`config.mk`:
```
export PLATFORM = sky130hd
export DESIGN_NAME = mem_port_arbiter
export DESIGN_NICKNAME = d
export VERILOG_FILES = /design/src/rtl/mem_port_arbiter.sv
export SDC_FILE = /design/constraint.sdc
export NUM_CORES = 1
export LEC_CHECK = 0
export ABC_AREA = 1
export CORE_MARGIN = 8
export CORE_UTILIZATION = 41
export CTS_CLUSTER_SIZE = 16
export DETAILED_ROUTE_END_ITERATION = 6
export PLACE_DENSITY = 0.8
export SYNTH_ARGS = -nofsm -noshare
export SYNTH_HDL_FRONTEND = slang
export SYNTH_SLANG_ARGS = --single-unit
```
`constraint.sdc`:
```
create_clock -name clk -period 7.33 [get_ports clk]
set_input_delay 1.8325 -clock clk [delete_from_list [all_inputs] [get_ports clk]]
set_output_delay 1.8325 -clock clk [all_outputs]
set_load 0.01 [all_outputs]
```
`src/rtl/mem_port_arbiter.sv`:
```
// Arbiter sharing one single-ported memory between fetch and data accesses.
// One outstanding transaction; data has priority, with fetch anti-starvation.
module mem_port_arbiter #(
    parameter int ADDR_WIDTH     = 32,
    parameter int DATA_WIDTH     = 32,
    parameter int MAX_FETCH_WAIT = 4
) (
    input  logic                  clk,
    input  logic                  rst,
    input  logic                  if_req,
    input  logic [ADDR_WIDTH-1:0] if_addr,
    output logic [DATA_WIDTH-1:0] if_rdata,
    output logic                  if_valid,
    input  logic                  dm_req,
    input  logic                  dm_we,
    input  logic [ADDR_WIDTH-1:0] dm_addr,
    input  logic [DATA_WIDTH-1:0] dm_wdata,
    input  logic [3:0]            dm_be,
    output logic [DATA_WIDTH-1:0] dm_rdata,
    output logic                  dm_valid,
    input  logic                  flush_f,
    output logic                  stall_f,
    output logic                  stall_m,
    output logic                  mem_req,
    output logic                  mem_we,
    output logic [ADDR_WIDTH-1:0] mem_addr,
    output logic [DATA_WIDTH-1:0] mem_wdata,
    output logic [3:0]            mem_be,
    input  logic                  mem_ready,
    input  logic                  mem_rvalid,
    input  logic [DATA_WIDTH-1:0] mem_rdata
);

    localparam int FW_W = $clog2(MAX_FETCH_WAIT + 1);
    localparam logic [FW_W-1:0] FW_MAX = FW_W'(MAX_FETCH_WAIT);

    typedef enum logic [2:0] {
        IDLE,
        REQ_IF,
        REQ_DM,
        WAIT_IF,
        WAIT_DM
    } state_t;

    state_t state;
    state_t state_n;

    logic [FW_W-1:0]       fetch_wait;
    logic [FW_W-1:0]       fetch_wait_n;
    logic                  discard;
    logic                  discard_n;
    logic                  mem_we_n;
    logic [ADDR_WIDTH-1:0] mem_addr_n;
    logic [DATA_WIDTH-1:0] mem_wdata_n;
    logic [3:0]            mem_be_n;
    logic [DATA_WIDTH-1:0] if_rdata_n;
    logic [DATA_WIDTH-1:0] dm_rdata_n;
    logic                  if_valid_n;
    logic                  dm_valid_n;

    logic fetch_force;
    logic grant_dm;
    logic grant_if;
    logic fetch_busy;

    // Fetch wins over data only once it has been passed over long enough.
    assign fetch_force = if_req && !flush_f && (fetch_wait == FW_MAX);
    assign grant_dm    = (state == IDLE) && dm_req && !fetch_force;
    assign grant_if    = (state == IDLE) && if_req && !flush_f && !grant_dm;
    assign fetch_busy  = (state == REQ_IF) || (state == WAIT_IF);

    assign mem_req = (state == REQ_IF) || (state == REQ_DM);
    assign stall_f = if_req && !if_valid && !flush_f;
    assign stall_m = dm_req && !dm_valid;

    // Count cycles a pending fetch is kept waiting; a flush drops the claim.
    always_comb begin
        fetch_wait_n = fetch_wait;
        if (grant_if || flush_f) begin
            fetch_wait_n = '0;
        end else if (if_req && !fetch_busy && (fetch_wait != FW_MAX)) begin
            fetch_wait_n = fetch_wait + FW_W'(1);
        end
    end

    // Next-state, payload capture and response routing.
    always_comb begin
        state_n     = state;
        discard_n   = discard;
        mem_we_n    = mem_we;
        mem_addr_n  = mem_addr;
        mem_wdata_n = mem_wdata;
        mem_be_n    = mem_be;
        if_rdata_n  = if_rdata;
        dm_rdata_n  = dm_rdata;
        if_valid_n  = 1'b0;
        dm_valid_n  = 1'b0;
        unique case (state)
            IDLE: begin
                discard_n = 1'b0;
                if (grant_dm) begin
                    state_n     = REQ_DM;
                    mem_we_n    = dm_we;
                    mem_addr_n  = dm_addr;
                    mem_wdata_n = dm_wdata;
                    mem_be_n    = dm_we ? dm_be : 4'b1111;
                end else if (grant_if) begin
                    state_n     = REQ_IF;
                    mem_we_n    = 1'b0;
                    mem_addr_n  = if_addr;
                    mem_wdata_n = '0;
                    mem_be_n    = 4'b1111;
                end
            end
            REQ_IF: begin
                if (mem_ready) begin
                    // Already accepted: the response must still be drained.
                    state_n = WAIT_IF;
                    if (flush_f) begin
                        discard_n = 1'b1;
                    end
                end else if (flush_f) begin
                    state_n = IDLE;
                end
            end
            REQ_DM: begin
                if (mem_ready) begin
                    state_n = WAIT_DM;
                end
            end
            WAIT_IF: begin
                if (mem_rvalid) begin
                    state_n    = IDLE;
                    if_rdata_n = mem_rdata;
                    if_valid_n = !(discard || flush_f);
                    discard_n  = 1'b0;
                end else if (flush_f) begin
                    discard_n = 1'b1;
                end
            end
            WAIT_DM: begin
                if (mem_rvalid) begin
                    state_n    = IDLE;
                    dm_rdata_n = mem_rdata;
                    dm_valid_n = 1'b1;
                end
            end
            default: begin
                state_n = IDLE;
            end
        endcase
    end

    // State and registered outputs.
    always_ff @(posedge clk or posedge rst) begin
        if (rst) begin
            state      <= IDLE;
            fetch_wait <= '0;
            discard    <= 1'b0;
            mem_we     <= 1'b0;
            mem_addr   <= '0;
            mem_wdata  <= '0;
            mem_be     <= 4'b0000;
            if_rdata   <= '0;
            dm_rdata   <= '0;
            if_valid   <= 1'b0;
            dm_valid   <= 1'b0;
        end else begin
            state      <= state_n;
            fetch_wait <= fetch_wait_n;
            discard    <= discard_n;
            mem_we     <= mem_we_n;
            mem_addr   <= mem_addr_n;
            mem_wdata  <= mem_wdata_n;
            mem_be     <= mem_be_n;
            if_rdata   <= if_rdata_n;
            dm_rdata   <= dm_rdata_n;
            if_valid   <= if_valid_n;
            dm_valid   <= dm_valid_n;
        end
    end

endmodule
```
After elaboration in Yosys (flattened, before gate mapping). Cells that the tools add are included.

$add $sub $neg: 1. Muxes and demuxes: 26. Reductions and logical operators: 33. Equality and inequality tests: 11.

Operators with widths (count): $mux 32 (4); $mux 3 (8); $logic_and 1x1->1 (12); $mux 4 (3); $pmux 3 s4 (1); $mux 1 (9); $ne 3x3->1 const B (3); $reduce_and 2->1 (4); $logic_not 1->1 (7); $eq 3x2->1 const B (2); $eq 3x3->1 const B (2); $logic_or 1x1->1 (4); $ne 2x2->1 const B (2); $reduce_and 4->1 (1); $reduce_bool 2->1 (2); $add 3x1->3 const B (1); $eq 3x1->1 const B (1); $logic_not 3->1 (1); $pmux 1 s3 (1); $reduce_bool 3->1 (1); $ne 2x1->1 const B (1); $reduce_or 2->1 (1).

Input port bits: 140. Logic and storage cells: 82. Output and inout port bits: 138. Register bits: 142.

Longest topological paths before layout. Gate-level depths: netlist of run 1.

Word-level depth: 10. Gate-level depth with buffers: 10. Depth with buffers taken out: 9.

Worst setup path before layout of run 1. Ideal clock, no wire load.

Kind: input to output. From: input port flush_f. To: output port stall_f. Required time: 5.497 ns. Buffers on the path: 0. Arrival time: 2.149 ns. Setup slack: 3.348 ns. Cell stages on the path: 3. Path through: inv_2 > nand2_1 > nor2_1.

Word-level cells in the longest chain between the ends: 2.

RTL lines: from (decl) (RTL line 21) `input logic flush_f,`; $logic_not 1->1 (RTL line 73) `assign stall_f = if_req && !if_valid && !flush_f;`; $logic_and 1x1->1 (RTL line 73); to (decl) (RTL line 22) `output logic stall_f,`.

Every way passes these cells.

Worst setup path after layout of run 1.
From: input port if_req. To: output port stall_f.

Word-level cells in the longest chain between the ends: 2.

RTL lines: from (decl) (RTL line 10) `input logic if_req,`; $logic_and 1x1->1 (2 in series) (RTL line 73).

Every way passes these cells.

==> impl_metrics.yaml, run 1 <==
floorplanning:
  die_y_um: 136
  initial_core_util_pct: 41.4
  fp-row-count: 44
  coreArea_um2: 14400
  die_x_um: 136
  ioPinCount: 278
  dieArea_um2: 18600
critical_path:
  critPathSlowestCell: "clkdlybuf4s50_1"
  path_buf_inv: 2
  cp_max_fo: 5
  timing.rr.end: "mem_be[0]"
  startpoint: "if_req"
  start_kind: "input pin"
  cp_cell_sequence: "clkdlybuf4s50_1, nand2_1, nor2_1, clkdlybuf4s50_1"
  r2r-start: "state[0]"
  rr_worst_depth: 7
  crit_required_ns: 5.50
  crit_family: "buffers and inverters"
  cpPeakStageDelay_ns: 0.56
  rrSetupSlack_ns: 4.25
  critPathCaptureType: "primary output"
  critical_path_class: "input pin to primary output"
  crit_arrival_ns: 3.19
  cp_num_cells: 4
  crit_top_cell: "clkdlybuf4s50_1"
power_and_ir_drop:
  peakVddDrop_mv: 0.253
  cellPowerDensity_nw_per_um2: 418
  p_leak_nw: 4.43
logic_synthesis:
  ys.flop_type: "dfrtp_1"
  syn_area_um2: 5950
  synth_area_leaders: "dfrtp_1 60%, nand2_1 16%, o21ai_0 8.8%"
  synth.avg_cell_area_um2: 8.98
  synth_edf_count: 0
  yosys.area.top_type_share_pct: 59.8
  ys_types: 23
  syn-num-nets: 804
  yosysWarnings: 0
  syn_inst: 662
  synth_top_cell_by_area: "dfrtp_1"
  seq_area_frac_synth_pct: 59.8
  synth-async-reset-ratio_pct: 100
  ys_seq_elements: 142
clock_network:
  ctsHoldBuffers: 0
  clk_pin_slew_worst_paths_ns: 0.06
  cts_buffers: 17
  worstSkewPairLatency_ns: 0.41
  root_buffer: "clkbuf_16"
  clock_path_buffers: 2
  cts_resized: 0
  htree_levels: 4
  cts.sinks: 142
  cts_tree: "done"
  post-cts-setup-buffer-count: 0
placement:
  hpwl_mm: 13.8
  port_buffers: 277
  dp.cells: 1090
  post-place-ws_ns: 2.31
  gp_congestion: 0.830
grt:
  antenna_found_initial: 0
  grt_pass1_wl_mm: 29.3
  grt_pass1_vias: 5534
  grt_max_degree: 76
  overflow: 0
  grt_usage_pct: 20.3
layout:
  layout.cells.non_filler: 1121
  layout-drive-gt1-share_pct: 5.02
  num_antenna_cells: 0
  fillers: 1163
  utilization_pct: 65.0
  finalNetCount: 1067
  final_cell_mix: "277 x clkdlybuf4s50_1, 255 x nand2_1, 142 x dfrtp_1"
  final_common_cell: "clkdlybuf4s50_1"
  syn2layout_area_growth_pct: 57.0
detailed_routing:
  drc: 0
  routed_wl_mm: 19.4
  first_iter_violations: 286
  drt_pre_antenna_iters: 4
  vias: 5450
  wl_per_cell_um: 17.3
  ant_nets: 0
  detail_route.vias_per_cell: 4.86
sta:
  max_slew.worst_pin.slew_ns: 0.932
  fin_crit_sh_pct: 68.6
  finalCriticalPeriod_ns: 5.03
  drv_slew: 0
  finalHoldViolations: 0
  layout_setup_ws_ns: 2.30
  rsz0062_at_grt: "no"
  finalSetupViolations: 0
  max_slew_margin_pct: 37.7
  skew_ns: 0.0128
  fmax_mhz: 199
  totalNegativeSetupSlack_ns: 0
min_path:
  min-delay-start: "discard"
  min_path_type: "flip-flop to flip-flop"
  min_path_cells: 1
  min_to: "if_valid"
job:
  max-cap-violations: 0
outcome:
  outcome: "finished clean"
==> layer usage <==
layer	up-vias	share of wire, %	GRT usage, %
met3	19	11	10.5
met2	228	47	33.1
met4	0	1.5	6.10
met5	-	0	0
li1	2634	-	-
met1	2569	40	22.8
==> through the flow <==
| step | hold slack (ns) | instance area (µm²) | total power, mW |
|---|---|---|---|
| floorplan | 0.425 | 5950 | 2.14 |
| global placement | 0.452 | 8790 | 3.07 |
| detailed placement | 0.465 | 8790 | 3.12 |
| CTS | 0.472 | 9340 | 3.95 |
| global route | 0.494 | 9340 | 4.16 |
| finish | 0.464 | 9340 | 3.90 |
==> synth_stat cells, types with 2 or more instances <==
library cell    n
nand2_1       255
dfrtp_1       142
o21ai_0       105
inv_1          51
a22o_1         32
buf_2          20
clkbuf_1       12
nor2_1         11
buf_6           5
nand3_1         5
a21oi_1         4
inv_2           4
nor2_4          3
ha_1            2
nand2_2         2
xor2_1          2
==> cell families after synthesis <==
logic type | share of synthesized area (%)
DFF | 59.8
AOI/OAI and AO/OA | 14.1
adders and majority gates | 0.421
buffers and inverters | 6.99
xor gates and xnor gates | 0.295
and+or+nand+nor | 18.5
==> how the worst max path moves through the flow <==
stage	endpoint	slack (ns)
finish	stall_f	2.30
global route	stall_f	2.26
CTS	stall_f	2.31
detailed placement	stall_f	2.31
global placement	stall_f	2.33
floorplan	discard	1.69
==> registers in the layout, summed over array words and instances, names as in the netlist <==
name and count:
state 3, dm_valid 1, fetch_wait 3, mem_we 1, if_rdata 32, mem_addr 32
mem_be 4, dm_rdata 32, mem_wdata 32, if_valid 1, discard 1
==> cell type report <==
| class | count | area, µm² | share of cell area, % |
|---|---|---|---|
| clock buffers | 21 | 450 | 4.83 |
| clock inverters | 10 | 92.6 | 0.992 |
| inverters | 55 | 211 | 2.27 |
| multi-input cells | 427 | 1990 | 21.3 |
| flip-flops and latches | 142 | 3550 | 38.1 |
| well taps | 184 | 230 | 2.47 |
| repair buffers | 282 | 2810 | 30.1 |
==> where the power goes <==
group	switching (mW)	internal, mW
registers	0.216	1.15
logic	0.826	0.914
clock network	0.320	0.473
(Power assumes the default switching activity.)
==> inputs of run 2 (changes only) <==
--- a/config.mk
+++ b/config.mk
@@ -7,10 +7,10 @@
 export LEC_CHECK = 0
 export ABC_AREA = 1
 export CORE_MARGIN = 8
-export CORE_UTILIZATION = 41
+export CORE_UTILIZATION = 37
 export CTS_CLUSTER_SIZE = 16
 export DETAILED_ROUTE_END_ITERATION = 6
-export PLACE_DENSITY = 0.8
+export PLACE_DENSITY = 0.76
 export SYNTH_ARGS = -nofsm -noshare
 export SYNTH_HDL_FRONTEND = slang
 export SYNTH_SLANG_ARGS = --single-unit
==> constraint.sdc (replaced) <==
create_clock -name clk -period 4.14 [get_ports clk]
set_input_delay 1.035 -clock clk [delete_from_list [all_inputs] [get_ports clk]]
set_output_delay 1.035 -clock clk [all_outputs]
set_load 0.01 [all_outputs]
==> impl_metrics.yaml, run 2 (synthesis results as in run 1) <==
outcome:
  outcome: "finished clean"
floorplanning:
  die_x_um: 143
  coreArea_um2: 15800
  dieArea_um2: 20400
  die_y_um: 143
  initial_core_util_pct: 37.7
  ioPinCount: 278
  fp-row-count: 46
power_and_ir_drop:
  cellPowerDensity_nw_per_um2: 742
  p_leak_nw: 4.50
  peakVddDrop_mv: 0.393
layout:
  final_cell_mix: "277 x clkdlybuf4s50_1, 255 x nand2_1, 142 x dfrtp_1"
  finalNetCount: 1073
  layout.cells.non_filler: 1160
  syn2layout_area_growth_pct: 59.9
  utilization_pct: 60.3
  num_antenna_cells: 0
  final_common_cell: "clkdlybuf4s50_1"
  layout-drive-gt1-share_pct: 6.04
detailed_routing:
  drc: 0
  ant_nets: 0
  routed_wl_mm: 18.9
  first_iter_violations: 300
  drt_pre_antenna_iters: 4
  wl_per_cell_um: 16.3
  vias: 5380
  detail_route.vias_per_cell: 4.64
clock_network:
  ctsHoldBuffers: 0
  htree_levels: 4
  cts_resized: 0
  cts.sinks: 142
  cts_buffers: 17
  clk_pin_slew_worst_paths_ns: 0.06
  post-cts-setup-buffer-count: 0
  clock_path_buffers: 2
  worstSkewPairLatency_ns: 0.42
  root_buffer: "clkbuf_16"
  cts_tree: "done"
placement:
  dp.cells: 1128
  gp_congestion: 0.838
  port_buffers: 277
  hpwl_mm: 13.8
sta:
  skew_ns: 0.00995
  totalNegativeSetupSlack_ns: 0
  drv_slew: 0
  finalSetupViolations: 0
  finalCriticalPeriod_ns: 3.47
  fin_crit_sh_pct: 83.8
  fmax_mhz: 288
  max_slew.worst_pin.slew_ns: 1.12
  max_slew_margin_pct: 25.4
  rsz0062_at_grt: "no"
  finalHoldViolations: 0
critical_path:
  crit_required_ns: 3.11
  crit_family: "buffers and inverters"
  cp_cell_sequence: "clkdlybuf4s50_1, nand2_1, nor2_1, clkdlybuf4s50_1"
  critPathSlowestCell: "clkdlybuf4s50_1"
  critical_path_class: "input pin to primary output"
  cpPeakStageDelay_ns: 0.57
  start_kind: "input pin"
  path_buf_inv: 2
  critPathCaptureType: "primary output"
  cp_max_fo: 5
  crit_arrival_ns: 2.44
  crit_top_cell: "clkdlybuf4s50_1"
grt:
  grt_pass1_wl_mm: 29.2
  grt_max_degree: 88
  grt_usage_pct: 18.6
  overflow: 0
  grt_pass1_vias: 5419
  antenna_found_initial: 0
job:
  max-cap-violations: 0
min_path:
  min_path_type: "flip-flop to flip-flop"
[run 2: layer usage]
layer  track usage (%)  up-vias  wire length (µm)  share of wire (%)
met1              21.3     2500              7570                 40
met5                 0        -                 0                  0
met3              10.4       16              2510                 13
met2              28.8      214              8590                 45
li1                  -     2650                 -                  -
met4              6.60        0               265                1.4
[run 2: final timing paths]
path                       startpoint           end  slack, ns  depth (start not counted)
max                            if_req       stall_f       0.67                          4
min                           discard      if_valid       0.45                          1
max reg2reg                  state[0]  mem_addr[17]       1.92                         10
min reg2reg                   discard      if_valid       0.45                          1
max in group asynchronous         rst   mem_addr[8]       2.41                          3
min in group asynchronous         rst   if_rdata[0]       1.11                          3
[run 2: cell type report]
cell class                 count  area, µm²
clock inverter                13        151
timing repair buffer         288       2880
multi-input combinational    427       1990
fill                        1401       6260
sequential                   142       3550
clock buffer                  19        453
inverter                      55        210
tap                          216        270
[run 2: per-stage QoR]
step / setup slack (ns) / cell area, µm² / hold WS [ns] / power [mW]
4_1_cts: 0.649 / 9510 / 0.448 / 7.16
3_3_place_gp: 0.650 / 8900 / 0.439 / 5.50
2_1_floorplan: 1.33 / 5950 / 0.425 / 3.78
5_1_grt: 0.580 / 9510 / 0.464 / 7.56
3_5_place_dp: 0.668 / 8900 / 0.447 / 5.56
6_report: 0.669 / 9510 / 0.445 / 7.06
[run 2: report_power, final]
| group | internal [mW] | switching [mW] |
|---|---|---|
| clock | 0.932 | 0.615 |
| sequential | 2.04 | 0.364 |
| combinational | 1.65 | 1.46 |
==> inputs of run 3 (changes only) <==
==> constraint.sdc (replaced) <==
create_clock -name clk -period 3 [get_ports clk]
set_input_delay 0.75 -clock clk [delete_from_list [all_inputs] [get_ports clk]]
set_output_delay 0.75 -clock clk [all_outputs]
set_load 0.01 [all_outputs]
==> impl_metrics.yaml, run 3 (synthesis results as in run 1) <==
outcome:
  outcome: "finished clean"
placement:
  hpwl_mm: 13.7
  port_buffers: 277
  dp.cells: 1127
  placed_cell_area_um2: 8960
  post-place-ws_ns: 0.142
  gp_congestion: 0.815
detailed_routing:
  routed_wl_mm: 18.9
  ant_nets: 0
  wl_per_cell_um: 16.3
  drt_pre_antenna_iters: 4
  vias: 5295
  detail_route.vias_per_cell: 4.57
  drc: 0
  first_iter_violations: 218
critical_path:
  path_buf_inv: 3
  crit_arrival_ns: 2.07
  cp_max_fo: 4
  cp_cell_sequence: "clkdlybuf4s50_1, inv_2, nand2_1, nor2_1, clkdlybuf4s50_1"
  crit_family: "buffers and inverters"
  critical_path_class: "input pin to primary output"
  crit_top_cell: "clkdlybuf4s50_1"
  critPathSlowestCell: "clkdlybuf4s50_1"
  start_kind: "input pin"
  critPathCaptureType: "primary output"
  cpPeakStageDelay_ns: 0.57
  crit_required_ns: 2.25
power_and_ir_drop:
  p_seq_share_pct: 34.7
  switching_power_mw: 3.35
  p_int_mw: 6.21
  cellPowerDensity_nw_per_um2: 1010
  p_leak_nw: 4.48
  combPwrFrac_pct: 45.0
  power_mw: 9.56
  p_clk_share_pct: 20.4
  p_sw_share_pct: 35.1
  peakVddDrop_mv: 0.664
layout:
  final_common_cell: "clkdlybuf4s50_1"
  layout.cells.non_filler: 1159
  final_area_um2: 9500
  layout-drive-gt1-share_pct: 5.83
  finalNetCount: 1072
  final_cell_mix: "277 x clkdlybuf4s50_1, 255 x nand2_1, 142 x dfrtp_1"
  syn2layout_area_growth_pct: 59.8
  num_antenna_cells: 0
job:
  max-cap-violations: 0
grt:
  grt_max_degree: 84
  antenna_found_initial: 0
  grt_usage_pct: 18.5
  gr-usage-met1_pct: 21.4
  grt_pass1_wl_mm: 29.3
  gr-max-usage-layer: "met2"
  grt_pass1_vias: 5319
  grt_use_met2_pct: 29.4
  overflow: 0
  grt_use_met3_pct: 10.1
sta:
  max_slew.worst_pin.slew_ns: 0.566
  layout_setup_ws_ns: 0.175
  finalHoldViolations: 0
  rsz0062_at_grt: "no"
  totalNegativeSetupSlack_ns: 0
  fin_crit_sh_pct: 94.2
  finalSetupViolations: 0
  fmax_mhz: 354
  finalCriticalPeriod_ns: 2.82
  skew_ns: 0.00716
  max_slew_margin_pct: 62.2
  drv_slew: 0
floorplanning:
  coreArea_um2: 15800
  initial_core_util_pct: 37.7
  ioPinCount: 278
  fp-row-count: 46
  die_x_um: 143
  dieArea_um2: 20400
  die_y_um: 143
clock_network:
  clock_path_buffers: 2
  clk_pin_slew_worst_paths_ns: 0.06
  cts_resized: 0
  htree_levels: 4
  root_buffer: "clkbuf_16"
  worstSkewPairLatency_ns: 0.41
  cts_buffers: 17
  ctsHoldBuffers: 0
  cts_tree: "done"
  post-cts-setup-buffer-count: 0
  cts.sinks: 142
min_path:
  min_path_type: "flip-flop to flip-flop"
## run 3: per-stage QoR
stage	hold WS (ns)	utilization, %
after floorplan	0.425	-
after global placement	0.443	56.8
after detailed placement	0.449	56.8
after CTS	0.456	60.3
after global routing	0.485	60.3
final	0.454	60.3
## run 3: cell type report
| type | instances | area (µm²) |
|---|---|---|
| Clock buffer | 19 | 443 |
| Timing Repair Buffer | 287 | 2940 |
| Sequential cell | 142 | 3550 |
| Fill cell | 1398 | 6270 |
| Clock inverter | 13 | 105 |
| Inverter | 55 | 210 |
| Multi-Input combinational cell | 427 | 1990 |
| Tap cell | 216 | 270 |
## run 3: power groups by stage
stage	combinational, mW	clock [mW]	sequential [mW]
after floorplan	1.51	0	3.71
after global placement	4.30	0	3.30
after detailed placement	4.37	0	3.33
after CTS	4.39	2.01	3.32
after global routing	4.72	2.10	3.43
final	4.30	1.95	3.31
## run 3: worst register-to-register path, stage by stage, from the launching register on
cell	delay [ns]
dfrtp_1	0.49
nor2_4	0.19
nand3_2	0.44
buf_12	0.36
o21ai_0	0.21
## run 3: routing by layer
layer  part of all wire (%)  up-vias  routed length (µm)
met1                     40     2422                7620
met5                      0        -                   0
met2                     46      220                8720
met3                     13        8                2420
li1                       -     2645                   -
met4                   0.58        0                 110
## run 3: path summary, 6_finish.rpt
path	to	cells after the start	slack (ns)	from
max in group asynchronous	mem_addr[27]	3	1.79	rst
worst max register to register	dm_rdata[22]	4	1.23	state[0]
worst max-delay path	stall_f	5	0.18	flush_f
worst min-delay path	if_valid	1	0.45	discard
worst min register to register	if_valid	1	0.45	discard
min in group asynchronous	mem_wdata[4]	3	0.79	rst
